File: src/rtl/cell_writeback_router_if.sv
`default_nettype none
// ============================================================================
// Module      : cell_writeback_router_if
// Description : Bundles the input beat handshake ({cell index, position}
//               stream) and the banked position-memory write port used by
//               cell_writeback_router.
//               master : upstream producer / memory side (drives in_*,
//                        observes in_ready and wr_*)
//               slave  : the router (accepts in_*, drives in_ready and wr_*)
// Revision    : 1.0 - initial release
// ============================================================================
interface cell_writeback_router_if #(
    parameter int CELL_W = 5,
    parameter int SLOT_W = 6
);
    logic                       in_valid;
    logic                       in_ready;
    logic [32:0]                in_cidx;   // [32] null flag, [31:0] cell index
    logic [96:0]                in_pos;    // [96] null flag, [95:0] x,y,z fp32
    logic                       wr_en;
    logic [CELL_W+SLOT_W-1:0]   wr_addr;   // {cell, slot}
    logic [96:0]                wr_data;

    modport master (
        output in_valid, in_cidx, in_pos,
        input  in_ready, wr_en, wr_addr, wr_data
    );

    modport slave (
        input  in_valid, in_cidx, in_pos,
        output in_ready, wr_en, wr_addr, wr_data
    );
endinterface
`default_nettype wire

File: src/rtl/cell_writeback_router.sv
`default_nettype none
// ============================================================================
// Module      : cell_writeback_router
// Description : Assigns each live particle the next free slot of its
//               destination cell and issues one registered write to the
//               banked position memory. At phase end a sweep writes a null
//               terminator into every cell that is not full.
// Ports       : clk, rst             clock / synchronous active-high reset
//               phase_start          pulse, clears counters, enters RUN
//               phase_end            pulse, ends the stream, starts the sweep
//               bus (slave)          input beat handshake + memory write port
//               busy                 state != IDLE
//               done                 one-cycle pulse when the sweep completes
//               ovf / ovf_cell       sticky overflow flag / first overflowing cell
//               range_err            sticky out-of-range cell index flag
// Revision    : 1.0 - initial release
// ============================================================================
module cell_writeback_router #(
    parameter int N_CELL = 27,
    parameter int DEPTH  = 64,
    parameter int CELL_W = 5,
    parameter int SLOT_W = 6
) (
    input  wire logic               clk,
    input  wire logic               rst,
    input  wire logic               phase_start,
    input  wire logic               phase_end,
    cell_writeback_router_if.slave  bus,
    output logic                    busy,
    output logic                    done,
    output logic                    ovf,
    output logic                    range_err,
    output logic [CELL_W-1:0]       ovf_cell
);

    typedef enum logic [1:0] {
        S_IDLE  = 2'd0,
        S_RUN   = 2'd1,
        S_SWEEP = 2'd2,
        S_FIN   = 2'd3
    } state_t;

    localparam logic [SLOT_W:0]   c_DEPTH     = (SLOT_W+1)'(DEPTH);
    localparam logic [CELL_W-1:0] c_LAST_CELL = CELL_W'(N_CELL - 1);
    localparam logic [31:0]       c_N_CELL    = 32'(N_CELL);

    state_t                     r_state;
    logic [SLOT_W:0]            r_cnt [N_CELL];
    logic [CELL_W-1:0]          r_sweep;
    logic                       r_wr_en;
    logic [CELL_W+SLOT_W-1:0]   r_wr_addr;
    logic [96:0]                r_wr_data;
    logic                       r_ovf;
    logic                       r_range_err;
    logic [CELL_W-1:0]          r_ovf_cell;

    logic                       w_accept;
    logic                       w_null;
    logic                       w_range;
    logic [CELL_W-1:0]          w_cell;
    logic [SLOT_W:0]            w_cnt;
    logic [SLOT_W:0]            w_sweep_cnt;

    assign w_accept    = bus.in_valid && (r_state == S_RUN);
    assign w_null      = bus.in_cidx[32] | bus.in_pos[96];
    assign w_range     = (bus.in_cidx[31:0] >= c_N_CELL);
    assign w_cell      = bus.in_cidx[CELL_W-1:0];
    // Only consumed when w_range is clear, so the index is always in bounds.
    assign w_cnt       = w_range ? '0 : r_cnt[w_cell];
    assign w_sweep_cnt = r_cnt[r_sweep];

    always_ff @(posedge clk) begin
        if (rst) begin
            r_state     <= S_IDLE;
            r_sweep     <= '0;
            r_wr_en     <= 1'b0;
            r_wr_addr   <= '0;
            r_wr_data   <= '0;
            r_ovf       <= 1'b0;
            r_range_err <= 1'b0;
            r_ovf_cell  <= '0;
            for (int i = 0; i < N_CELL; i++) begin
                r_cnt[i] <= '0;
            end
        end else begin
            // Strobe defaults low; only an accepted live beat or a sweep
            // step on a non-full cell raises it for one cycle.
            r_wr_en <= 1'b0;
            case (r_state)
                S_IDLE: begin
                    if (phase_start) begin
                        r_state     <= S_RUN;
                        r_ovf       <= 1'b0;
                        r_range_err <= 1'b0;
                        r_ovf_cell  <= '0;
                        for (int i = 0; i < N_CELL; i++) begin
                            r_cnt[i] <= '0;
                        end
                    end
                end
                S_RUN: begin
                    // A beat arriving alongside phase_end is still processed.
                    if (w_accept && !w_null) begin
                        if (w_range) begin
                            r_range_err <= 1'b1;
                        end else if (w_cnt == c_DEPTH) begin
                            r_ovf <= 1'b1;
                            if (!r_ovf) begin
                                r_ovf_cell <= w_cell;
                            end
                        end else begin
                            r_wr_en       <= 1'b1;
                            r_wr_addr     <= {w_cell, w_cnt[SLOT_W-1:0]};
                            r_wr_data     <= {1'b0, bus.in_pos[95:0]};
                            r_cnt[w_cell] <= w_cnt + 1'b1;
                        end
                    end
                    if (phase_end) begin
                        r_state <= S_SWEEP;
                        r_sweep <= '0;
                    end
                end
                S_SWEEP: begin
                    if (w_sweep_cnt < c_DEPTH) begin
                        r_wr_en   <= 1'b1;
                        r_wr_addr <= {r_sweep, w_sweep_cnt[SLOT_W-1:0]};
                        r_wr_data <= {1'b1, 96'b0};
                    end
                    if (r_sweep == c_LAST_CELL) begin
                        r_state <= S_FIN;
                    end else begin
                        r_sweep <= r_sweep + 1'b1;
                    end
                end
                S_FIN: begin
                    r_state <= S_IDLE;
                end
                default: begin
                    r_state <= S_IDLE;
                end
            endcase
        end
    end

    assign bus.in_ready = (r_state == S_RUN);
    assign bus.wr_en    = r_wr_en;
    assign bus.wr_addr  = r_wr_addr;
    assign bus.wr_data  = r_wr_data;
    assign busy         = (r_state != S_IDLE);
    assign done         = (r_state == S_FIN);
    assign ovf          = r_ovf;
    assign range_err    = r_range_err;
    assign ovf_cell     = r_ovf_cell;

endmodule
`default_nettype wire

File: src/flat_wrapper.sv
// flat-port wrapper written by rule: the top's interface ports become plain ports
module cell_writeback_router_flat 
#(
    parameter int N_CELL = 27,
    parameter int DEPTH  = 64,
    parameter int CELL_W = 5,
    parameter int SLOT_W = 6
)
  (clk, rst, phase_start, phase_end, busy, done, ovf, range_err, ovf_cell, bus_in_valid, bus_in_cidx, bus_in_pos, bus_in_ready, bus_wr_en, bus_wr_addr, bus_wr_data);
  cell_writeback_router_if #(.CELL_W(CELL_W), .SLOT_W(SLOT_W)) bus_i ();
  input  wire logic clk;
  input  wire logic rst;
  input  wire logic phase_start;
  input  wire logic phase_end;
  output logic busy;
  output logic done;
  output logic ovf;
  output logic range_err;
  output logic [CELL_W-1:0] ovf_cell;
  input wire logic [$bits(bus_i.in_valid)-1:0] bus_in_valid;
  input wire logic [$bits(bus_i.in_cidx)-1:0] bus_in_cidx;
  input wire logic [$bits(bus_i.in_pos)-1:0] bus_in_pos;
  output wire logic [$bits(bus_i.in_ready)-1:0] bus_in_ready;
  output wire logic [$bits(bus_i.wr_en)-1:0] bus_wr_en;
  output wire logic [$bits(bus_i.wr_addr)-1:0] bus_wr_addr;
  output wire logic [$bits(bus_i.wr_data)-1:0] bus_wr_data;
  assign bus_i.in_valid = bus_in_valid;
  assign bus_i.in_cidx = bus_in_cidx;
  assign bus_i.in_pos = bus_in_pos;
  assign bus_in_ready = bus_i.in_ready;
  assign bus_wr_en = bus_i.wr_en;
  assign bus_wr_addr = bus_i.wr_addr;
  assign bus_wr_data = bus_i.wr_data;
  cell_writeback_router #(.N_CELL(N_CELL), .DEPTH(DEPTH), .CELL_W(CELL_W), .SLOT_W(SLOT_W)) u_core (.clk(clk), .rst(rst), .phase_start(phase_start), .phase_end(phase_end), .bus(bus_i), .busy(busy), .done(done), .ovf(ovf), .range_err(range_err), .ovf_cell(ovf_cell));
endmodule
File: config.mk
export PLATFORM = sky130hd
export DESIGN_NAME = cell_writeback_router_flat
export DESIGN_NICKNAME = d
export VERILOG_FILES = /design/src/rtl/cell_writeback_router_if.sv /design/src/rtl/cell_writeback_router.sv /design/src/flat_wrapper.sv
export SDC_FILE = /design/constraint.sdc
export NUM_CORES = 1
export LEC_CHECK = 0
export BUFFER_PORTS_ARGS = -buffer_cell sky130_fd_sc_hd__buf_2
export CORE_MARGIN = 2
export CORE_UTILIZATION = 45
export CTS_BUF_LIST = sky130_fd_sc_hd__clkbuf_4
export DETAILED_ROUTE_END_ITERATION = 16
export PLACE_DENSITY_LB_ADDON = 0.08
export SYNTH_ARGS = -nofsm -noshare
export SYNTH_HDL_FRONTEND = slang
export SYNTH_SLANG_ARGS = --single-unit
export TNS_END_PERCENT = 10
File: constraint.sdc
create_clock -name clk -period 12.8 [get_ports clk]
set_clock_uncertainty 0.05 [all_clocks]
set_input_delay 1.28 -clock clk [delete_from_list [all_inputs] [get_ports clk]]
set_output_delay 1.28 -clock clk [all_outputs]
set_load 0.005 [all_outputs]
==> results of run 1 <==
## cell usage after synthesis, types with 3 or more instances
library cell	count	area share, %
mux2_2	9	0.57
nor4_1	78	2.7
mux2i_1	142	8.0
a2111oi_0	14	0.69
o21ai_0	23	0.64
a31oi_1	4	0.14
and3_1	4	0.14
and2_1	5	0.18
a311oi_1	4	0.20
buf_2	21	0.59
nor2b_1	4	0.14
a211oi_1	27	1.1
clkbuf_1	126	2.6
mux4_2	122	15
xnor2_1	3	0.15
dfxtp_1	128	14
clkinv_1	3	0.063
a32oi_1	3	0.15
a22oi_1	3	0.13
edfxtp_1	224	38
nor3_1	67	1.9
buf_6	3	0.19
a2111oi_1	8	0.45
a21oi_1	8	0.22
inv_1	16	0.34
nand4_1	4	0.14
o31ai_1	15	0.63
buf_1	11	0.23
nor2_1	24	0.50
ha_1	8	0.56
a2111oi_2	6	0.50
xor2_1	3	0.15
nand3_1	108	3.0
nand2_1	169	3.5
nand4b_1	5	0.25
o2111ai_1	6	0.29
o211ai_1	3	0.13
buf_4	4	0.17
## layout make-up
cell class,instances,area (um^2),share of cell area (%)
clock inverter,34,261.5,1.251
sequential,352,9294,44.46
inverter,20,80.08,0.3831
clock buffer,136,1021,4.884
multi-input combinational,937,8060,38.56
tap,525,656.9,3.142
antenna,3,7.507,0.03591
timing repair buffer,287,1524,7.290
## registers in the layout, indices dropped and copies added, names as in the netlist, named ones only
| signal | flops |
|---|---|
| u_core.r_state | 2 |
| u_core.bus.wr_en | 1 |
| u_core.bus.wr_data | 97 |
| u_core.r_cnt | 224 |
| u_core.bus.wr_addr | 11 |
| u_core.ovf_cell | 5 |
| u_core.ovf | 1 |
| u_core.r_sweep | 5 |
| u_core.range_err | 1 |
## worst paths after layout
| path | startpoint | endpoint | slack (ps) | cells past startpoint |
|---|---|---|---|---|
| max | bus_in_cidx[1] | u_core.r_cnt[21][0]$_SDFFCE_PN0P_ | 6670 | 10 |
| min | u_core.bus.wr_data[17]$_SDFFE_PP0P_ | u_core.bus.wr_data[17]$_SDFFE_PP0P_ | 400 | 2 |
| max reg2reg | flip-flop | u_core.bus.wr_data[79]$_SDFFE_PP0P_ | 7580 | 9 |
| min reg2reg | u_core.bus.wr_data[17]$_SDFFE_PP0P_ | u_core.bus.wr_data[17]$_SDFFE_PP0P_ | 400 | 2 |
## layer usage
metal  part of all wire (%)  global-route usage (%)  vias to the layer above
met5                      0                       0                        -
met4                    3.3                   10.82                        0
met3                    9.9                   7.542                      106
met2                     46                   41.55                      726
met1                     41                   35.70                     6747
li1                       -                       -                     6174
## stage by stage
step	util [%]	instances	power, mW	hold WS (ps)
CTS	52.96	2291	3.881	404.0
global placement	49.71	2121	2.788	389.1
finish	52.98	2294	3.852	402.5
floorplan	-	1475	2.364	401.1
global route	52.97	2293	4.047	418.9
detailed placement	49.71	2121	2.804	394.5
## power breakdown
| part | internal [mW] | leakage (nW) | switching [mW] |
|---|---|---|---|
| clock | 0.588 | 0.752 | 0.477 |
| combinational | 0.516 | 3.61 | 0.635 |
| sequential | 1.49 | 3.44 | 0.148 |
| total | 2.59 | 7.80 | 1.26 |
## worst min-delay path: stages (launching register included)
cell and delay [ps]:
dfxtp_1 310, nand2_1 50, mux2i_1 50
## cell families (layout without fill, tap and decap cells)
group	after synthesis	count (layout)
simple gates	476	476
compound gates	139	139
buf+inv	186	477
flops	352	352
fa+ha+maj	8	8
other cells	1	38
xor+xnor	6	6
mux	273	273
==> impl_metrics.py, run 1 <==
metrics = {
    "cells_and_area": {
        "syn2layout_area_growth_pct": 16.97,
        "fill_cells": 3539,
        "final_area_um2": 20910,
        "nets": 1835,
        "drive_above_1_share_pct": 33.47,
        "final_cell_mix": "buf_2, edfxtp_1, nand2_1, mux2i_1, clkbuf_4",
        "layout_commonest_cell": "buf_2",
    },
    "synth": {
        "synth_top_family_by_area": "multiplexers",
        "synth_fa_ha_area_share_pct": 0.5601,
        "ys_seq_area_share_pct": 51.97,
        "synth_seq_cells": 352,
        "synth_area_um2": 17870,
        "synth_ff_type": "edfxtp_1",
        "synth_cells": 1441,
        "async_flop_share_pct": 0,
        "synth_compound_area_share_pct": 6.049,
        "synth.distinct_cells": 60,
        "synth_simple_gate_area_share_pct": 12.94,
        "yosysWarnings": 0,
        "synth_xor_area_share_pct": 0.2940,
        "avgSynthCellArea_um2": 12.40,
        "synth_edf_count": 224,
        "synthMuxAreaShare_pct": 23.89,
    },
    "critical_path": {
        "cp.buffers_inverters": 3,
        "cp_max_fo": 68,
        "cp.required_ps": 13160,
        "crit_family": "compound AO/OA/AOI/OAI gates",
        "path_class": "input port to flip-flop",
        "crit_top_cell": "buf_4",
        "slowest_delay_ps": 880,
        "end_kind": "flip-flop",
        "cp-start-kind": "input port",
        "crit_arrival_ps": 6490,
        "slowest_stage": "buf_4",
        "crit_chain": "buf_4, buf_4, mux4_2, mux2i_1, and2_1, or4_4, o2111ai_1, o2111ai_4, buf_4, o21ai_0",
    },
    "detailed_routing": {
        "drtIter0Drc": 1106,
        "via_per_inst": 5.995,
        "ant_nets": 0,
        "routed_wl_um": 55760,
        "wl_per_cell_um": 24.31,
        "drc": 0,
        "firstDrtPassIters": 6,
        "vias": 13750,
    },
    "status": {
        "status": "complete, no violations",
    },
    "power": {
        "p_per_area_nw_per_um2": 184.2,
        "ir_drop_mv": 0.1097,
        "p_leak_nw": 7.800,
    },
    "die": {
        "fp.dieH_um": 203.3,
        "die_w_um": 203.3,
        "initial_core_util_pct": 45.29,
        "num_rows": 73,
        "io-pin-count": 254,
        "core_um2": 39460,
        "die_area_um2": 41330,
    },
    "sta": {
        "min_period_ps": 6130,
        "period_share_pct": 47.89,
        "fin_tns_setup_ps": 0,
        "slew_violations": 0,
        "fmaxAchievable_mhz": 163.1,
        "worst_pin_slew_ps": 1384,
        "rsz0062_at_grt": "false",
        "relSlewSlack_pct": 6.929,
        "postLayoutSetupSlackWorst_ps": 6670,
        "hold_viol": 0,
        "setup_viol": 0,
    },
    "clock_network": {
        "post_cts_buffers": 0,
        "clock_sinks": 352,
        "cts_max_level": 3,
        "cts_buffer_depth": 3,
        "cts_resized": 0,
        "clockRootBuffer": "clkbuf_4",
        "hold_buffers": 0,
        "clk_pin_slew_ps": 60,
        "clk-insertion-delay-late_ps": 810,
        "cts_made_buffers": 94,
        "cts_tree": "yes",
    },
    "global_route": {
        "antenna_found_initial": 3,
        "grt_pass1_vias": 13360,
        "grt_pass1_wl_um": 83030,
        "grt_max_degree": 115,
        "grtUsageTotal_pct": 26.81,
        "grt_overflow": 0,
    },
    "min_path": {
        "hold_path_class": "flip-flop to flip-flop",
    },
    "placement": {
        "place_area_um2": 19620,
        "place_congestion": 0.8541,
        "dp_hpwl_um": 36160,
        "io_buffers": 253,
        "pre_cts_ws_ps": 5951,
    },
    "job": {
        "drv_cap": 0,
    },
}
(Power assumes the default switching activity.)
==> inputs of run 2 (changes only) <==
--- a/config.mk
+++ b/config.mk
@@ -5,6 +5,7 @@
 export SDC_FILE = /design/constraint.sdc
 export NUM_CORES = 1
 export LEC_CHECK = 0
+export ABC_AREA = 1
 export BUFFER_PORTS_ARGS = -buffer_cell sky130_fd_sc_hd__buf_2
 export CORE_MARGIN = 2
 export CORE_UTILIZATION = 45
==> constraint.sdc (replaced) <==
create_clock -name clk -period 6.03 [get_ports clk]
set_clock_uncertainty 0.05 [all_clocks]
set_input_delay 0.603 -clock clk [delete_from_list [all_inputs] [get_ports clk]]
set_output_delay 0.603 -clock clk [all_outputs]
set_load 0.005 [all_outputs]
==> impl_metrics.py, run 2 <==
metrics = {
    "status": {
        "status": "complete, no violations",
    },
    "global_route": {
        "grt_overflow": 0,
        "antenna_found_initial": 1,
        "grt_pass1_wl_um": 94830,
        "grt_max_degree": 79,
        "grtUsageTotal_pct": 29.30,
        "grt_pass1_vias": 16420,
    },
    "sta": {
        "min_period_ps": 4539,
        "worst_pin_slew_ps": 1096,
        "hold_slack_ps": 86.26,
        "relSlewSlack_pct": 26.83,
        "slew_violations": 0,
        "setup_viol": 0,
        "hold_viol": 0,
        "rsz0062_at_grt": "false",
        "fmaxAchievable_mhz": 220.3,
        "period_share_pct": 75.28,
        "fin_tns_setup_ps": 0,
        "postLayoutSetupSlackWorst_ps": 1491,
    },
    "critical_path": {
        "path_class": "flip-flop to flip-flop",
        "slowest_delay_ps": 880,
        "crit_chain": "inv_2, buf_4, o21ai_0, o221ai_1, nand3_1, nand3_1, nand3_1, nand2_1, clkinv_2, nand2_4, buf_4, nand2_1, nand2_1, nor2_1",
        "cp-start-kind": "flip-flop",
        "cp.buffers_inverters": 4,
        "cp_max_fo": 62,
        "end_kind": "flip-flop",
        "crit_family": "buffers and inverters",
        "crit_arrival_ps": 5140,
        "slowest_stage": "inv_2",
        "cp.required_ps": 6630,
    },
    "clock_network": {
        "cts_buffer_depth": 3,
        "clk-insertion-delay-late_ps": 810,
        "cts_max_level": 3,
        "cts_resized": 0,
        "clock_sinks": 352,
        "clk_pin_slew_ps": 70,
        "hold_buffers": 0,
        "clockRootBuffer": "clkbuf_4",
        "post_cts_buffers": 0,
        "cts_made_buffers": 92,
        "cts_tree": "yes",
    },
    "detailed_routing": {
        "drc": 0,
        "firstDrtPassIters": 6,
        "drtIter0Drc": 1933,
        "ant_nets": 0,
        "via_per_inst": 5.306,
        "routed_wl_um": 64250,
        "vias": 18050,
        "wl_per_cell_um": 18.89,
    },
    "synth": {
        "synth_seq_cells": 352,
        "synth_cells": 2531,
        "yosysWarnings": 0,
        "ys_seq_area_share_pct": 50.10,
        "synth_ff_type": "edfxtp_1",
        "avgSynthCellArea_um2": 7.325,
        "synth_commonest_cells": "nand2_1, nor2_1, edfxtp_1",
        "async_flop_share_pct": 0,
        "synthTopCellsByArea": "edfxtp_1, nand2_1, dfxtp_1",
        "synth_edf_count": 224,
        "synth_area_um2": 18540,
        "yosysTopAreaCell": "edfxtp_1",
        "synth_top_area_share_pct": 36.28,
        "post-synth-top-count-cell": "nand2_1",
        "synth.distinct_cells": 39,
    },
    "placement": {
        "pre_cts_ws_ps": 1199,
        "io_buffers": 253,
        "dp.cells": 3238,
        "place_congestion": 0.9916,
        "dp_hpwl_um": 43020,
    },
    "cells_and_area": {
        "final_cell_mix": "nand2_1, nor2_1, buf_2, edfxtp_1, inv_1",
        "top_register": "u_core.r_cnt",
        "layout_commonest_cell": "nand2_1",
        "largest_reg_flops": 224,
        "nets": 2943,
        "syn2layout_area_growth_pct": 15.83,
        "drive_above_1_share_pct": 16.98,
        "layout.cells.non_filler": 3402,
    },
    "die": {
        "num_rows": 74,
        "io-pin-count": 254,
        "initial_core_util_pct": 45.51,
        "die_w_um": 207.0,
        "core_um2": 40740,
        "fp.dieH_um": 207.0,
        "die_area_um2": 42840,
    },
    "job": {
        "drv_cap": 0,
    },
    "power": {
        "ir_drop_mv": 0.1922,
        "p_leak_nw": 10.12,
        "p_per_area_nw_per_um2": 388.1,
    },
    "min_path": {
        "hold_path_class": "input port to flip-flop",
    },
}
[run 2: cell types whose count changed after synthesis, moves of 27 or more]
| cell | previous run | this run |
|---|---|---|
| nor4_1 | 78 | 0 |
| inv_1 | 16 | 192 |
| mux2i_1 | 142 | 0 |
| o21ai_0 | 23 | 132 |
| a21oi_1 | 8 | 64 |
| nand3_1 | 108 | 187 |
| nand2_1 | 169 | 692 |
| nor2_1 | 24 | 611 |
| mux4_2 | 122 | 0 |
| nor3_1 | 67 | 4 |
| o22ai_1 | 1 | 40 |
| clkbuf_1 | 126 | 99 |
[run 2: power breakdown]
part           internal, mW  switching (mW)
combinational         0.941            1.86
sequential             3.06           0.301
clock                  1.17           0.999
[run 2: cells by family after synthesis]
logic type | synth area share, %
XOR/XNOR | 0.2700
flip-flops | 50.10
AND/OR/NAND/NOR | 33.88
buffers and inverters | 7.903
AO/OA/AOI/OAI | 7.282
adder cells (fa/ha/maj) | 0.5399
other | 0.02023
[run 2: cell type report]
type                       count  area, um^2
clock inverter                31       231.5
clock buffer                 131       983.4
inverter                     209       785.8
sequential                   352        9294
multi-input combinational   1852        7928
antenna                        2       5.005
fill                        4119       19260
tap                          532       665.6
timing repair buffer         293        1582
[run 2: metal layers]
metal / global-route usage, % / vias up / wire (um)
li1: - / 8635 / -
met1: 39.19 / 8378 / 26360
met2: 46.25 / 898 / 29880
met3: 6.091 / 140 / 6011
met4: 12.34 / 0 / 1998
met5: 0 / - / 0
[run 2: stage by stage]
stage / utilization [%] / area (um^2) / power, mW
6_report: 52.71 / 21470 / 8.335
5_1_grt: 52.71 / 21470 / 8.945
4_1_cts: 52.70 / 21470 / 8.366
3_5_place_dp: 49.72 / 20250 / 6.178
3_3_place_gp: 49.72 / 20250 / 6.135
2_1_floorplan: - / 18670 / 5.275
[run 2: final timing paths]
path | cells after the start | to | start | slack, ps
min reg2reg | 2 | u_core.bus.wr_addr[0]$_SDFFE_PP0P_ | u_core.bus.wr_addr[0]$_SDFFE_PP0P_ | 430
max | 14 | u_core.bus.wr_data[24]$_SDFFE_PP0P_ | flip-flop | 1490
min | 5 | u_core.bus.wr_data[71]$_SDFFE_PP0P_ | bus_in_pos[71] | 90
max reg2reg | 14 | u_core.bus.wr_data[24]$_SDFFE_PP0P_ | flip-flop | 1490
[run 2: worst reg2reg max path, delay by kind of cell, from the launching register on]
| family | cells | cell delay (ps) |
|---|---|---|
| and+or+nand+nor | 8 | 1270 |
| DFF | 1 | 510 |
| buffers and inverters | 4 | 2200 |
| AOI/OAI and AO/OA | 2 | 370 |
==> inputs of run 3 (changes only) <==
==> constraint.sdc (replaced) <==
create_clock -name clk -period 4.5 [get_ports clk]
set_clock_uncertainty 0.05 [all_clocks]
set_input_delay 0.45 -clock clk [delete_from_list [all_inputs] [get_ports clk]]
set_output_delay 0.45 -clock clk [all_outputs]
set_load 0.005 [all_outputs]
==> impl_metrics.py, run 3 (synthesized netlist as in run 2, its figures left out) <==
metrics = {
    "detailed_routing": {
        "firstDrtPassIters": 7,
        "routed_wl_um": 65880,
        "drc": 0,
        "via_per_inst": 5.317,
        "ant_nets": 0,
        "drtIter0Drc": 2192,
        "wl_per_cell_um": 18.61,
        "vias": 18820,
    },
    "min_path": {
        "whs_path_depth": 2,
        "hold_path_class": "input port to flip-flop",
        "min_to": "u_core.bus.wr_data[88]$_SDFFE_PP0P_",
        "hold_path.startpoint": "rst",
    },
    "sta": {
        "relSlewSlack_pct": 20.79,
        "slew_violations": 0,
        "setup_viol": 0,
        "hold_viol": 0,
        "fin_tns_setup_ps": 0,
        "rsz0062_at_grt": "false",
        "hold_slack_ps": 54.36,
        "fmaxAchievable_mhz": 258.8,
        "min_period_ps": 3864,
        "worst_pin_slew_ps": 1188,
        "period_share_pct": 85.86,
    },
    "status": {
        "status": "complete, no violations",
    },
    "clock_network": {
        "cts_buffer_depth": 3,
        "clockRootBuffer": "clkbuf_4",
        "clock_sinks": 352,
        "cts_max_level": 3,
        "clk-insertion-delay-late_ps": 810,
        "cts_made_buffers": 93,
        "clk_pin_slew_ps": 70,
        "cts_tree": "yes",
    },
    "power": {
        "pwr-share-seq_pct": 39.5,
        "p_per_area_nw_per_um2": 496.0,
        "p_leak_nw": 10.79,
        "p_clk_share_pct": 24.4,
        "p_int_mw": 7.046,
        "combPwrFrac_pct": 36.1,
        "p_sw_mw": 4.293,
        "ir_drop_mv": 0.4093,
        "swShare_pct": 37.86,
    },
    "global_route": {
        "antenna_found_initial": 3,
        "grt_max_degree": 133,
        "grtUsageTotal_pct": 29.97,
        "grt_overflow": 0,
        "grt_pass1_wl_um": 97240,
        "grt_pass1_vias": 17260,
    },
    "cells_and_area": {
        "syn2layout_area_growth_pct": 23.30,
        "register_area_um2": 9294,
        "fill_cells": 3863,
        "multiInputGateArea_um2": 7928,
        "layout_commonest_cell": "nand2_1",
        "top_register": "u_core.r_cnt",
        "final_cell_mix": "nand2_1, nor2_1, buf_2, edfxtp_1, inv_1",
        "largest_reg_flops": 224,
        "nets": 3082,
        "drive_above_1_share_pct": 16.74,
    },
    "critical_path": {
        "reg2regPathDepth": 14,
        "slowest_delay_ps": 710,
        "path_class": "flip-flop to flip-flop",
        "cp.required_ps": 5140,
        "slowest_stage": "inv_2",
        "end_kind": "flip-flop",
        "cp-start-kind": "flip-flop",
        "crit_arrival_ps": 4500,
        "crit_chain": "inv_2, o21ai_0, o221ai_1, nand3_1, nand3_1, nand3_1, nand2_1, clkinv_2, nand2_4, buf_12, nand2_1, nand2_1, nor2_1, dlygate4sd3_1",
        "cp_max_fo": 102,
        "timing.rr.end": "u_core.bus.wr_data[72]$_SDFFE_PP0P_",
        "rrSetupSlack_ps": 640,
    },
    "die": {
        "die_area_um2": 42840,
        "num_rows": 74,
        "io-pin-count": 254,
        "initial_core_util_pct": 45.51,
        "core_um2": 40740,
        "die_w_um": 207.0,
        "fp.dieH_um": 207.0,
    },
    "placement": {
        "place_congestion": 0.9702,
        "dp_hpwl_um": 42390,
        "io_buffers": 253,
    },
    "job": {
        "drv_cap": 0,
    },
}
run 3: cell types whose count changed in the layout (fill, tap and decap cells not counted), sizes merged:
cell / delta
buf: +9
bufinv: -4
clkbuf: +14
clkinv: -13
diode: +1
dlygate4sd3: +129
inv: +2
run 3: metrics by stage:
stage	area, um^2	cells	utilization (%)	power [mW]	setup WS, ps
6_report	22860	3540	56.11	11.34	636.3
2_1_floorplan	18670	2565	-	7.069	1011
5_1_grt	22860	3539	56.11	12.13	418.2
4_1_cts	22850	3537	56.10	11.32	779.2
3_5_place_dp	20410	3247	50.10	8.286	398.6
3_3_place_gp	20410	3247	50.10	8.227	467.2
run 3: how the worst max path moves through the flow:
stage	start	endpoint	slack [ps]	cells past startpoint
2_1_floorplan	bus_in_cidx[1]	u_core.r_cnt[8][0]$_SDFFCE_PN0P_	1010	22
3_3_place_gp	bus_in_cidx[1]	u_core.r_cnt[10][4]$_SDFFCE_PN0P_	470	19
3_5_place_dp	bus_in_cidx[1]	u_core.r_cnt[10][2]$_SDFFCE_PN0P_	400	20
4_1_cts	flip-flop	u_core.bus.wr_data[66]$_SDFFE_PP0P_	780	14
5_1_grt	flip-flop	u_core.bus.wr_data[72]$_SDFFE_PP0P_	420	14
6_report	flip-flop	u_core.bus.wr_data[72]$_SDFFE_PP0P_	640	14
run 3: layout make-up:
| cell class | count | area share, % |
|---|---|---|
| well taps | 532 | 2.912 |
| repair buffers | 431 | 13.25 |
| inverters | 209 | 3.437 |
| clock inverters | 16 | 0.2791 |
| flip-flops and latches | 352 | 40.65 |
| clock buffers | 145 | 4.762 |
| multi-input cells | 1852 | 34.68 |
| diodes | 3 | 0.03284 |
run 3: what timing repair did:
item	in CTS	in global routing
gates resized for setup	0	0
buffers inserted	0	0
hold buffers	129	0
endpoints found under the hold margin	96	0
run 3: worst max-delay path: cells and delay by family (launching register included):
family	cells	cell delay, ps
DFF	1	360
and+or+nand+nor	8	1000
buffers and inverters	4	1700
AOI/OAI and AO/OA	2	480
run 3: power groups by stage:
stage	clock network [mW]	logic, mW	registers, mW
after floorplan	0	2.66	4.41
after global placement	0	3.71	4.52
after detailed placement	0	3.77	4.52
after CTS	2.82	4.04	4.46
after global routing	3.00	4.61	4.52
final	2.77	4.10	4.48
run 3: metal layers:
layer	vias to the layer above	track usage (%)	wire [um]
met1	8752	39.85	26720
met2	990	47.38	30510
met5	-	0	13
met3	157	6.170	6300
li1	8922	-	-
met4	2	13.15	2341
